`src/rtl/serial_add_ctrl.sv`:
```
// serial_add_ctrl: bit-serial unsigned adder with a three-state controller.
// The adder takes one operand bit per cycle, LSB first, and finishes in WIDTH
// RUN cycles followed by a single DONE cycle that pulses done.
// Optional feature macro: SERIAL_ADD_OVF_EN adds the two's-complement
// overflow output ovf.

// Half adder used as a building block of the serial full adder.
module half_adder (
  input  logic i_x,
  input  logic i_y,
  output logic o_s,
  output logic o_c
);
  assign o_s = i_x ^ i_y;
  assign o_c = i_x & i_y;
endmodule

module serial_add_ctrl #(
  parameter int WIDTH = 8
) (
  input  logic             clk,
  input  logic             rst,
  input  logic             start,
  input  logic [WIDTH-1:0] a,
  input  logic [WIDTH-1:0] b,
  output logic             busy,
  output logic             done,
  output logic [WIDTH-1:0] sum,
  output logic             carry_out
`ifdef SERIAL_ADD_OVF_EN
  ,
  output logic             ovf
`endif
);

  // Counter must hold 0..WIDTH-1.
  localparam int CW = $clog2(WIDTH + 1);

  typedef enum logic [1:0] {
    S_IDLE = 2'd0,
    S_RUN  = 2'd1,
    S_DONE = 2'd2
  } state_t;

  state_t           r_state;
  state_t           w_next;
  logic [WIDTH-1:0] r_a;
  logic [WIDTH-1:0] r_b;
  logic [WIDTH-1:0] r_sum;
  logic             r_carry;
  logic [CW-1:0]    r_cnt;
  logic             r_busy;
  logic             r_done;
  logic             w_last;
  logic             w_ha0_s;
  logic             w_ha0_c;
  logic             w_fa_s;
  logic             w_ha1_c;
  logic             w_fa_c;
`ifdef SERIAL_ADD_OVF_EN
  logic             r_ovf;
`endif

  // Full adder for the current bit: two half adders plus an OR for the carry.
  half_adder u_ha0 (
    .i_x (r_a[0]),
    .i_y (r_b[0]),
    .o_s (w_ha0_s),
    .o_c (w_ha0_c)
  );

  half_adder u_ha1 (
    .i_x (w_ha0_s),
    .i_y (r_carry),
    .o_s (w_fa_s),
    .o_c (w_ha1_c)
  );

  assign w_fa_c = w_ha0_c | w_ha1_c;

  // Current RUN cycle processes the MSB.
  assign w_last = (r_cnt == CW'(WIDTH - 1));

  // Next-state decode for the controller.
  always_comb begin
    w_next = r_state;
    case (r_state)
      S_IDLE: begin
        if (start) begin
          w_next = S_RUN;
        end else begin
          w_next = S_IDLE;
        end
      end
      S_RUN: begin
        if (w_last) begin
          w_next = S_DONE;
        end else begin
          w_next = S_RUN;
        end
      end
      S_DONE:  w_next = S_IDLE;
      default: w_next = S_IDLE;
    endcase
  end

  // State register plus registered busy/done decoded from the next state.
  always_ff @(posedge clk) begin
    if (rst) begin
      r_state <= S_IDLE;
      r_busy  <= 1'b0;
      r_done  <= 1'b0;
    end else begin
      r_state <= w_next;
      r_busy  <= (w_next != S_IDLE);
      r_done  <= (w_next == S_DONE);
    end
  end

  // Operand capture, serial shift datapath, carry and bit counter.
  always_ff @(posedge clk) begin
    if (rst) begin
      r_a     <= '0;
      r_b     <= '0;
      r_sum   <= '0;
      r_carry <= 1'b0;
      r_cnt   <= '0;
`ifdef SERIAL_ADD_OVF_EN
      r_ovf   <= 1'b0;
`endif
    end else begin
      case (r_state)
        S_IDLE: begin
          // Operands are captured only here, so later changes on a/b
          // cannot disturb the operation in flight.
          if (start) begin
            r_a     <= a;
            r_b     <= b;
            r_carry <= 1'b0;
            r_cnt   <= '0;
          end
        end
        S_RUN: begin
          r_sum   <= {w_fa_s, r_sum[WIDTH-1:1]};
          r_a     <= {1'b0, r_a[WIDTH-1:1]};
          r_b     <= {1'b0, r_b[WIDTH-1:1]};
          r_carry <= w_fa_c;
          r_cnt   <= r_cnt + CW'(1);
`ifdef SERIAL_ADD_OVF_EN
          // On the MSB cycle r_carry is the carry into the MSB.
          if (w_last) begin
            r_ovf <= r_carry ^ w_fa_c;
          end
`endif
        end
        S_DONE: begin
          // Results hold until the next accepted start.
        end
        default: begin
        end
      endcase
    end
  end

  assign busy      = r_busy;
  assign done      = r_done;
  assign sum       = r_sum;
  assign carry_out = r_carry;
`ifdef SERIAL_ADD_OVF_EN
  assign ovf       = r_ovf;
`endif

endmodule

```
`config.mk`:
```
export PLATFORM = sky130hd
export DESIGN_NAME = serial_add_ctrl
export DESIGN_NICKNAME = d
export VERILOG_FILES = /design/src/rtl/serial_add_ctrl.sv
export SDC_FILE = /design/constraint.sdc
export NUM_CORES = 1
export LEC_CHECK = 0
export BUFFER_PORTS_ARGS = -buffer_cell sky130_fd_sc_hd__buf_2
export CORE_MARGIN = 8
export CORE_UTILIZATION = 45
export DETAILED_ROUTE_END_ITERATION = 8
export PLACE_DENSITY_LB_ADDON = 0.1
export REMOVE_ABC_BUFFERS = 1
export SLEW_MARGIN = 15
export SYNTH_ARGS = -nofsm -noshare
export SYNTH_HDL_FRONTEND = slang
export SYNTH_HIERARCHICAL = 1
export SYNTH_SLANG_ARGS = --single-unit
```
`constraint.sdc`:
```
create_clock -name clk -period 1.62 [get_ports clk]
set_input_delay 0.081 -clock clk [delete_from_list [all_inputs] [get_ports clk]]
set_output_delay 0.081 -clock clk [all_outputs]
set_load 0.05 [all_outputs]
```
==> flow_summary.json, run 1 <==
{
  "r2r_cells": 3,
  "grt.overflow.total": 0,
  "numClockSinks": 33,
  "outcome": "finished clean",
  "rows": 20,
  "required_ns": 1.87,
  "crit_fanout": 22,
  "drive_gt1_share_pct": 28.7,
  "synth-seq-area-share_pct": 46.4,
  "finClkSkew_ns": 0.00848,
  "grt_antenna_before_repair": 0,
  "routed_wl_mm": 3.22,
  "drc_errors": 0,
  "synth_xor_xnor_area_share_pct": 0,
  "grt_pass1_wl_mm": 5.62,
  "synth_edf_count": 0,
  "drv_slew": 0,
  "synth-compound-area-share_pct": 24.1,
  "clkTransAtPathRegs_ns": 0.10,
  "syn_area_per_cell_um2": 9.02,
  "synth-seq-cells": 33,
  "grt_pass1_vias": 1269,
  "maxCapViolations": 0,
  "synth-main-ff-cell": "dfxtp_1",
  "clock_path_buffers": 2,
  "antenna_cells": 0,
  "ys_top_cells_by_area": "dfxtp_1, nand2_1, a21oi_1",
  "maxSlewHeadroom_pct": 54.3,
  "combPwrFrac_pct": 16.0,
  "p_clk_share_pct": 28.6,
  "p_switching_uw": 461,
  "rsz0062_at_grt": "no",
  "start_util_pct": 47.1,
  "yosys.area_share.simple_pct": 20.4,
  "clk_latency_ns": 0.34,
  "instances_no_fill": 246,
  "ys_top_cells_by_count": "dfxtp_1, nand2_1, nor2_1",
  "ys_warn_count": 6,
  "final_nets": 223,
  "drt_iter0_drc": 79,
  "place.gp.congestion": 0.690,
  "tightest_slew_ns": 0.685,
  "period_share_pct": 84.1,
  "cts_tree": "done",
  "start_kind": "flop",
  "vias": 1245,
  "power_density_mw_per_mm2": 884,
  "die_y_um": 72.3,
  "synth_top_area_cell": "dfxtp_1",
  "ir_worst_vdd_mv": 0.560,
  "ios": 30,
  "netlist_area_mm2": 0.00143,
  "hold_slack_ns": 0.0260,
  "switching_share_pct": 29.0,
  "min_path_cells": 3,
  "setup.worst_path.class": "reg -> reg",
  "place_hpwl_mm": 2.05,
  "synth_mux_area_share_pct": 0.702,
  "end_kind": "flop",
  "hold_class": "in -> reg",
  "power.leakage_nw": 0.759,
  "syn_to_final_growth_pct": 26.1,
  "yosysTopAreaCellShare_pct": 46.4,
  "globalRouteTotalUtil_pct": 13.6,
  "via_per_inst": 5.06,
  "dieArea_mm2": 0.00522,
  "antenna_left": 0,
  "synth_fa_ha_area_share_pct": 2.63,
  "die_w_um": 72.3,
  "hold_violations": 0,
  "htree_levels": 2,
  "arrival_ns": 1.61,
  "cts_buffers": 5,
  "syn_inst": 158,
  "cts_root_buf": "clkbuf_4",
  "timing.fmax_mhz": 734,
  "post_cts_buffers": 0,
  "synth_cell_types": 29,
  "design.core.area_mm2": 0.00303,
  "finalSetupViolCount": 0,
  "cp_slowest_stage_delay_ns": 0.54,
  "port-buffer-count": 29,
  "grt_start_max_net_pins": 34,
  "p_int_mw": 1.13,
  "cp_slowest_cell": "o21bai_4",
  "dp.cells": 223,
  "period_minus_slack_ns": 1.36,
  "dr.pass1.iters": 4,
  "synth_top_family_by_area": "compound AO/OA/AOI/OAI gates",
  "pwr-share-seq_pct": 55.4,
  "path_cells": "o21bai_4, a21oi_1, a211oi_1",
  "yosysMostFrequentCell": "dfxtp_1",
  "async_flop_share_pct": 0,
  "wl_per_cell_um": 13.1
}
-- critical path: cells and delay by family (launching register included) --
family	cells	cell delay (ns)
AO/OA/AOI/OAI	3	0.88
flip-flops	1	0.39
-- stage by stage --
stage	cell area, um2	TNS [ns]	total power, mW	setup WS (ns)	util, %
floorplan	1340	0	1.03	0.116	-
global placement	1580	0	1.11	0.0838	52.3
detailed placement	1580	-0.00314	1.12	-0.00314	52.3
CTS	1800	0	1.60	0.254	59.3
global route	1800	0	1.67	0.106	59.3
finish	1800	0	1.59	0.258	59.3
-- power groups by stage --
stage	registers [mW]	clock network [mW]	logic, mW
floorplan	0.910	0	0.122
global placement	0.896	0	0.216
detailed placement	0.898	0	0.226
CTS	0.880	0.468	0.255
global route	0.886	0.506	0.280
finish	0.880	0.455	0.254
-- layout make-up --
type	instances	area, um2
clock buffers	5	37.5
clock inverters	3	17.5
fillers	285	1230
multi-input cells	113	688
flip-flops and latches	33	661
well taps	44	55.1
repair buffers	48	338
-- per-layer routing --
layer	vias to the layer above	track usage, %	wire length (um)
li1	633	-	-
met4	0	7.71	69
met3	8	3.99	133
met2	26	22.4	1600
met1	578	15.3	1420
met5	-	0	0
-- what timing repair did --
item                                    in CTS  in global routing
endpoints found under the hold margin       15                  0
endpoints found under the setup margin       3                  0
gates resized for setup                      1                  0
hold buffers                                15                  0
-- cells by family after synthesis --
logic type                 count (synthesis)
and+or+nand+nor                           63
muxes                                      1
adders and majority gates                  3
AOI/OAI and AO/OA                         46
DFF                                       33
buffers and inverters                     12
-- placed cells by master, fill, tap and decap left out, types with 2 or more instances in the layout --
master	synthesis	routed
a211oi_1	8	8
a211oi_2	6	6
a21oi_1	18	18
a21oi_2	6	6
a22oi_1	3	3
buf_2	3	29
buf_4	3	3
clkbuf_4	0	5
clkinv_2	0	2
dfxtp_1	33	33
dlygate4sd3_1	0	15
ha_1	3	3
nand2_1	32	32
nand3_1	2	2
nor2_1	19	19
nor3_1	2	2
nor4b_2	2	2
-- state kept, by name, summed over array words and instances (netlist names) --
name,count
carry_out,1
busy,1
done,1
r_cnt,4
r_a,8
r_b,8
r_state,2
sum,8
-- worst paths after layout --
kind,startpoint,to,slack [ns]
hold reg to reg,sum[0]$_SDFFE_PP0N_,sum[0]$_SDFFE_PP0N_,0.47
setup / recovery,r_state[0]$_SDFF_PP0_,r_b[6]$_SDFFE_PP0P_,0.26
setup reg to reg,r_state[0]$_SDFF_PP0_,r_b[6]$_SDFFE_PP0P_,0.26
hold / removal,a[1],r_a[1]$_SDFFE_PP0P_,0.03
Note: power is estimated with default switching activity, not from simulation.
==> run 2: changes to the inputs <==
- clock period: 1.62 -> 1.3 ns (I/O delays scaled with it)
==> run 2 against run 1 <==
  * Critical path depth rose by 1
  * Via count fell by 0.24%
  * Register-to-register slack got worse by 0.13 ns
  * Total power rose by 26%
  * Clock-buffer cell count rose by 2
  * Non-clock buffer count rose by 5
  * Final cell count rose by 1.6%
  * Fmax rose by 17%
  * Flip-flop and latch count did not move
  * Die area did not move
  * Wire length fell by 6.4%
  * First-iteration DRC count fell by 15%
==> flow_summary.json, run 2 (synthesis gave the netlist of run 1 again) <==
{
  "cts_root_buf": "clkbuf_4",
  "r2r_cells": 4,
  "post_cts_buffers": 0,
  "p_int_mw": 1.48,
  "maxSlewHeadroom_pct": 76.6,
  "timing.fmax_mhz": 857,
  "drv_slew": 0,
  "port-buffer-count": 29,
  "crit_fanout": 16,
  "maxCapViolations": 0,
  "grt_start_max_net_pins": 19,
  "dr.pass1.iters": 4,
  "tightest_slew_ns": 0.351,
  "antenna_left": 0,
  "required_ns": 1.55,
  "drc_errors": 0,
  "cp_slowest_stage_delay_ns": 0.34,
  "cp.depth": 4,
  "numClockSinks": 33,
  "clk_latency_ns": 0.33,
  "grt.overflow.total": 0,
  "path_cells": "and2b_2, buf_12, a21oi_1, a211oi_1",
  "grt_pass1_vias": 1264,
  "die_w_um": 72.3,
  "cts_buffers": 5,
  "p_clk_share_pct": 28.7,
  "outcome": "finished clean",
  "via_per_inst": 4.97,
  "grt_pass1_wl_mm": 5.51,
  "design.core.area_mm2": 0.00303,
  "die_y_um": 72.3,
  "final_nets": 228,
  "globalRouteTotalUtil_pct": 13.1,
  "crit_family": "flip-flops",
  "htree_levels": 2,
  "hold_slack_ns": 0.111,
  "grt_antenna_before_repair": 0,
  "hold_violations": 0,
  "hold_class": "in -> reg",
  "wl_per_cell_um": 12.1,
  "finClkSkew_ns": 0.00459,
  "start_util_pct": 47.1,
  "dp.cells": 227,
  "place.gp.congestion": 0.770,
  "p_switching_uw": 530,
  "antenna_cells": 0,
  "drt_iter0_drc": 67,
  "end_kind": "flop",
  "drive_gt1_share_pct": 30.1,
  "combPwrFrac_pct": 16.7,
  "clock_path_buffers": 2,
  "rsz0062_at_grt": "no",
  "syn_to_final_growth_pct": 31.1,
  "rows": 20,
  "period_minus_slack_ns": 1.17,
  "instances_no_fill": 250,
  "setup.worst_path.class": "reg -> reg",
  "clkTransAtPathRegs_ns": 0.09,
  "cp_slowest_cell": "dfxtp_1",
  "arrival_ns": 1.42,
  "period_share_pct": 89.8,
  "start_kind": "flop",
  "place_hpwl_mm": 2.09,
  "min_path_cells": 2,
  "routed_wl_mm": 3.02,
  "dieArea_mm2": 0.00522,
  "power.leakage_nw": 0.793,
  "power_density_mw_per_mm2": 1080,
  "ir_worst_vdd_mv": 0.631,
  "cts_tree": "done",
  "switching_share_pct": 26.4,
  "ios": 30,
  "path_buf_inv": 1,
  "pwr-share-seq_pct": 54.6,
  "setup_tns_ns": 0,
  "finalPower_mw": 2.01,
  "vias": 1242,
  "finalSetupViolCount": 0,
  "layout_common_cells": "nand2_1, dfxtp_1, buf_2, nor2_1, a21oi_1"
}
==> run 2: path summary, 6_finish.rpt <==
kind	start	end	slack [ns]
min	rst	r_cnt[1]$_SDFFE_PP0P_	0.11
max reg2reg	r_state[1]$_SDFF_PP0_	r_b[3]$_SDFFE_PP0P_	0.13
max	r_state[1]$_SDFF_PP0_	r_b[3]$_SDFFE_PP0P_	0.13
min reg2reg	sum[0]$_SDFFE_PP0N_	sum[0]$_SDFFE_PP0N_	0.47
==> run 2: repair_timing <==
action                     4_1_cts  5_1_grt
setup endpoints to repair        1       18
hold endpoints to repair        16        0
cloned                           0        0
resized for setup                1        3
hold buffers                    16        0
==> run 2: per-layer routing <==
| layer | up-vias | share of wire (%) | global-route usage, % |
|---|---|---|---|
| li1 | 642 | - | - |
| met3 | 7 | 5.1 | 4.68 |
| met2 | 27 | 48 | 22.1 |
| met4 | 0 | 2.0 | 6.12 |
| met1 | 566 | 45 | 14.2 |
| met5 | - | 0 | 0 |
==> run 2: per-stage QoR <==
stage	instance area (um2)	util, %	setup WS [ns]
2_1_floorplan	1340	-	-0.204
3_3_place_gp	1640	54.1	0.0869
3_5_place_dp	1640	54.1	0.0213
4_1_cts	1860	61.5	0.00808
5_1_grt	1870	61.7	0.00239
6_report	1870	61.7	0.133
==> run 2: power groups by stage <==
stage / logic [mW] / registers, mW / clock network (mW)
3_3_place_gp: 0.290 / 1.12 / 0
4_1_cts: 0.336 / 1.10 / 0.607
5_1_grt: 0.375 / 1.10 / 0.637
3_5_place_dp: 0.297 / 1.12 / 0
2_1_floorplan: 0.152 / 1.13 / 0
6_report: 0.335 / 1.10 / 0.577
==> run 2: worst reg2reg max path: cells and delay by family, from the launching register on <==
family | cells | cell delay, ns
buf+inv | 1 | 0.16
compound gates | 2 | 0.31
flops | 1 | 0.34
simple gates | 1 | 0.27
==> run 2: cell type report <==
| class | instances | area, um2 |
|---|---|---|
| fillers | 275 | 1160 |
| multi-input cells | 113 | 689 |
| flip-flops and latches | 33 | 662 |
| repair buffers | 53 | 407 |
| clock buffers | 7 | 55.1 |
| well taps | 44 | 55.1 |
==> run 3: changes to the inputs <==
- ABC_AREA: default -> 1
==> run 3 against run 2 <==
  * Register-to-register slack worse by 0.06 ns
  * Die area up 5.5%
  * Worst hold slack worse by 0.10 ns
==> flow_summary.json, run 3 <==
{
  "outcome": "finished clean",
  "place_hpwl_mm": 2.21,
  "cp_slowest_cell": "dfxtp_1",
  "start_kind": "flop",
  "clk_latency_ns": 0.33,
  "clkTransAtPathRegs_ns": 0.10,
  "min_path_cells": 3,
  "crit_fanout": 2,
  "antenna_cells": 0,
  "start_util_pct": 46.1,
  "post_cts_buffers": 0,
  "syn_inst": 226,
  "utilization_pct": 54.5,
  "timing.rr.end": "sum[7]$_SDFFE_PP0N_",
  "dr.pass1.iters": 4,
  "power_density_mw_per_mm2": 1160,
  "min_from": "b[7]",
  "timing.fmax_mhz": 813,
  "via_per_inst": 4.56,
  "r2r_cells": 4,
  "path_common_cell": "ha_1",
  "mostFrequentLayoutCell": "nand2_1",
  "synth_top_area_cell": "dfxtp_1",
  "path_buf_inv": 0,
  "async_flop_share_pct": 0,
  "routed_wl_mm": 3.08,
  "ir_worst_vdd_mv": 0.596,
  "numClockSinks": 33,
  "fillers": 366,
  "wl_per_cell_um": 10.0,
  "drv_slew": 0,
  "port-buffer-count": 29,
  "cp.depth": 4,
  "cts_root_buf": "clkbuf_4",
  "setup.worst_path.class": "reg -> reg",
  "yosysMostFrequentCell": "nand2_1",
  "synth-seq-area-share_pct": 43.3,
  "syn_area_per_cell_um2": 6.75,
  "hold_end": "r_b[7]$_SDFFE_PP0P_",
  "instances_no_fill": 307,
  "antenna_left": 0,
  "place_area_mm2": 0.00172,
  "synth_cell_types": 20,
  "dieArea_mm2": 0.00551,
  "arrival_ns": 1.45,
  "die_w_um": 74.2,
  "die_y_um": 74.2,
  "htree_levels": 2,
  "path_cells": "ha_1, ha_1, o21ai_0, nor2_1",
  "grt.overflow.total": 0,
  "ys_warn_count": 6,
  "syn_to_final_growth_pct": 18.2,
  "r2r-start": "r_a[0]$_SDFFE_PP0P_",
  "drive_gt1_share_pct": 18.8,
  "hold_class": "in -> reg",
  "cts_tree": "done",
  "rsz0062_at_grt": "no",
  "hold_slack_ns": 0.0112,
  "reg2reg_slack_ns": 0.07,
  "synth-main-ff-cell": "dfxtp_1",
  "grt_antenna_before_repair": 0,
  "vias": 1400,
  "cts_buffers": 5,
  "grt_start_max_net_pins": 23,
  "final_cell_area_mm2": 0.00180,
  "crit_family": "adder cells",
  "finalSetupViolCount": 0,
  "period_share_pct": 94.6,
  "required_ns": 1.52,
  "ys_top_cells_by_area": "dfxtp_1, nand2_1, nor2_1",
  "grt_pass1_vias": 1174,
  "tightest_slew_ns": 0.288,
  "hold_violations": 0,
  "ys_top_cells_by_count": "nand2_1, nor2_1, dfxtp_1",
  "final_nets": 283,
  "layout_common_cells": "nand2_1, nor2_1, dfxtp_1, buf_2, inv_1",
  "power.leakage_nw": 0.904,
  "netlist_area_mm2": 0.00153,
  "synth_edf_count": 0,
  "maxCapViolations": 0,
  "drt_iter0_drc": 107,
  "globalRouteTotalUtil_pct": 12.2,
  "end_kind": "flop",
  "ios": 30,
  "clock_path_buffers": 2,
  "place.gp.congestion": 0.772,
  "synth-seq-cells": 33,
  "register_area_um2": 661,
  "drc_errors": 0,
  "finClkSkew_ns": 0.00917,
  "yosysTopAreaCellShare_pct": 43.3,
  "design.core.area_mm2": 0.00331,
  "period_minus_slack_ns": 1.23,
  "grt_pass1_wl_mm": 5.20,
  "rows": 21,
  "dp.cells": 298,
  "cp_slowest_stage_delay_ns": 0.33,
  "multi_input_area_um2": 714,
  "maxSlewHeadroom_pct": 80.8
}
-- run 3: changes by cell type after synthesis, sizes merged, moves of 14 or more --
cell    change
nand3      +15
nor2       +28
nand2      +37
a211oi     -14
a21oi      -17
inv        +21
-- run 3: report_power, final --
group,switching [mW],leakage [nW],internal [mW]
Sequential,0.0412,0.272,1.08
Combinational,0.251,0.600,0.142
Clock,0.320,0.0314,0.255
Total,0.611,0.904,1.48
-- run 3: area by class of cell --
cell class / count / area share, %
Timing Repair Buffer: 39 / 13.2
Inverter: 21 / 4.37
Sequential cell: 33 / 36.6
Multi-Input combinational cell: 161 / 39.6
Tap cell: 46 / 3.19
Clock buffer: 7 / 3.05
-- run 3: layer usage --
metal / wire (um) / up-vias / track usage [%]
met3: 162 / 4 / 4.85
li1: - / 767 / -
met1: 1580 / 603 / 15.7
met4: 23 / 0 / 6.52
met5: 0 / - / 0
met2: 1310 / 26 / 17.0
-- run 3: kinds of logic after synthesis --
family | after synthesis | synth area share (%)
DFF | 33 | 43.3
buffers and inverters | 32 | 10.2
and+or+nand+nor | 139 | 36.9
adders and majority gates | 3 | 2.46
AOI/OAI and AO/OA | 19 | 7.13
-- run 3: metrics by stage --
step	power, mW	setup slack (ns)	setup TNS (ns)
after floorplan	1.41	-0.0621	-0.438
after global placement	1.53	0.0916	0
after detailed placement	1.54	0.0868	0
after CTS	2.12	0.0660	0
after global routing	2.22	0.0130	0
final	2.09	0.0700	0
-- run 3: worst max path at each step --
stage / from / end / slack [ns]
after floorplan: r_state[0]$_SDFF_PP0_ / r_state[0]$_SDFF_PP0_ / -0.06
after global placement: r_a[0]$_SDFFE_PP0P_ / sum[7]$_SDFFE_PP0N_ / 0.09
after detailed placement: r_a[0]$_SDFFE_PP0P_ / sum[7]$_SDFFE_PP0N_ / 0.09
after CTS: r_a[0]$_SDFFE_PP0P_ / sum[7]$_SDFFE_PP0N_ / 0.07
after global routing: r_state[0]$_SDFF_PP0_ / r_b[1]$_SDFFE_PP0P_ / 0.01
final: r_a[0]$_SDFFE_PP0P_ / sum[7]$_SDFFE_PP0N_ / 0.07
-- run 3: tightest hold or removal path: stages --
cell and delay, ns:
buf_2 0.09, nand4_1 0.07, a21oi_1 0.07
-- run 3: repair_timing --
action                                 in CTS  in global routing
endpoints found under the hold margin       4                  0
resized for setup                           0                  1
hold buffers                                2                  0
setup endpoints to repair                   0                 17
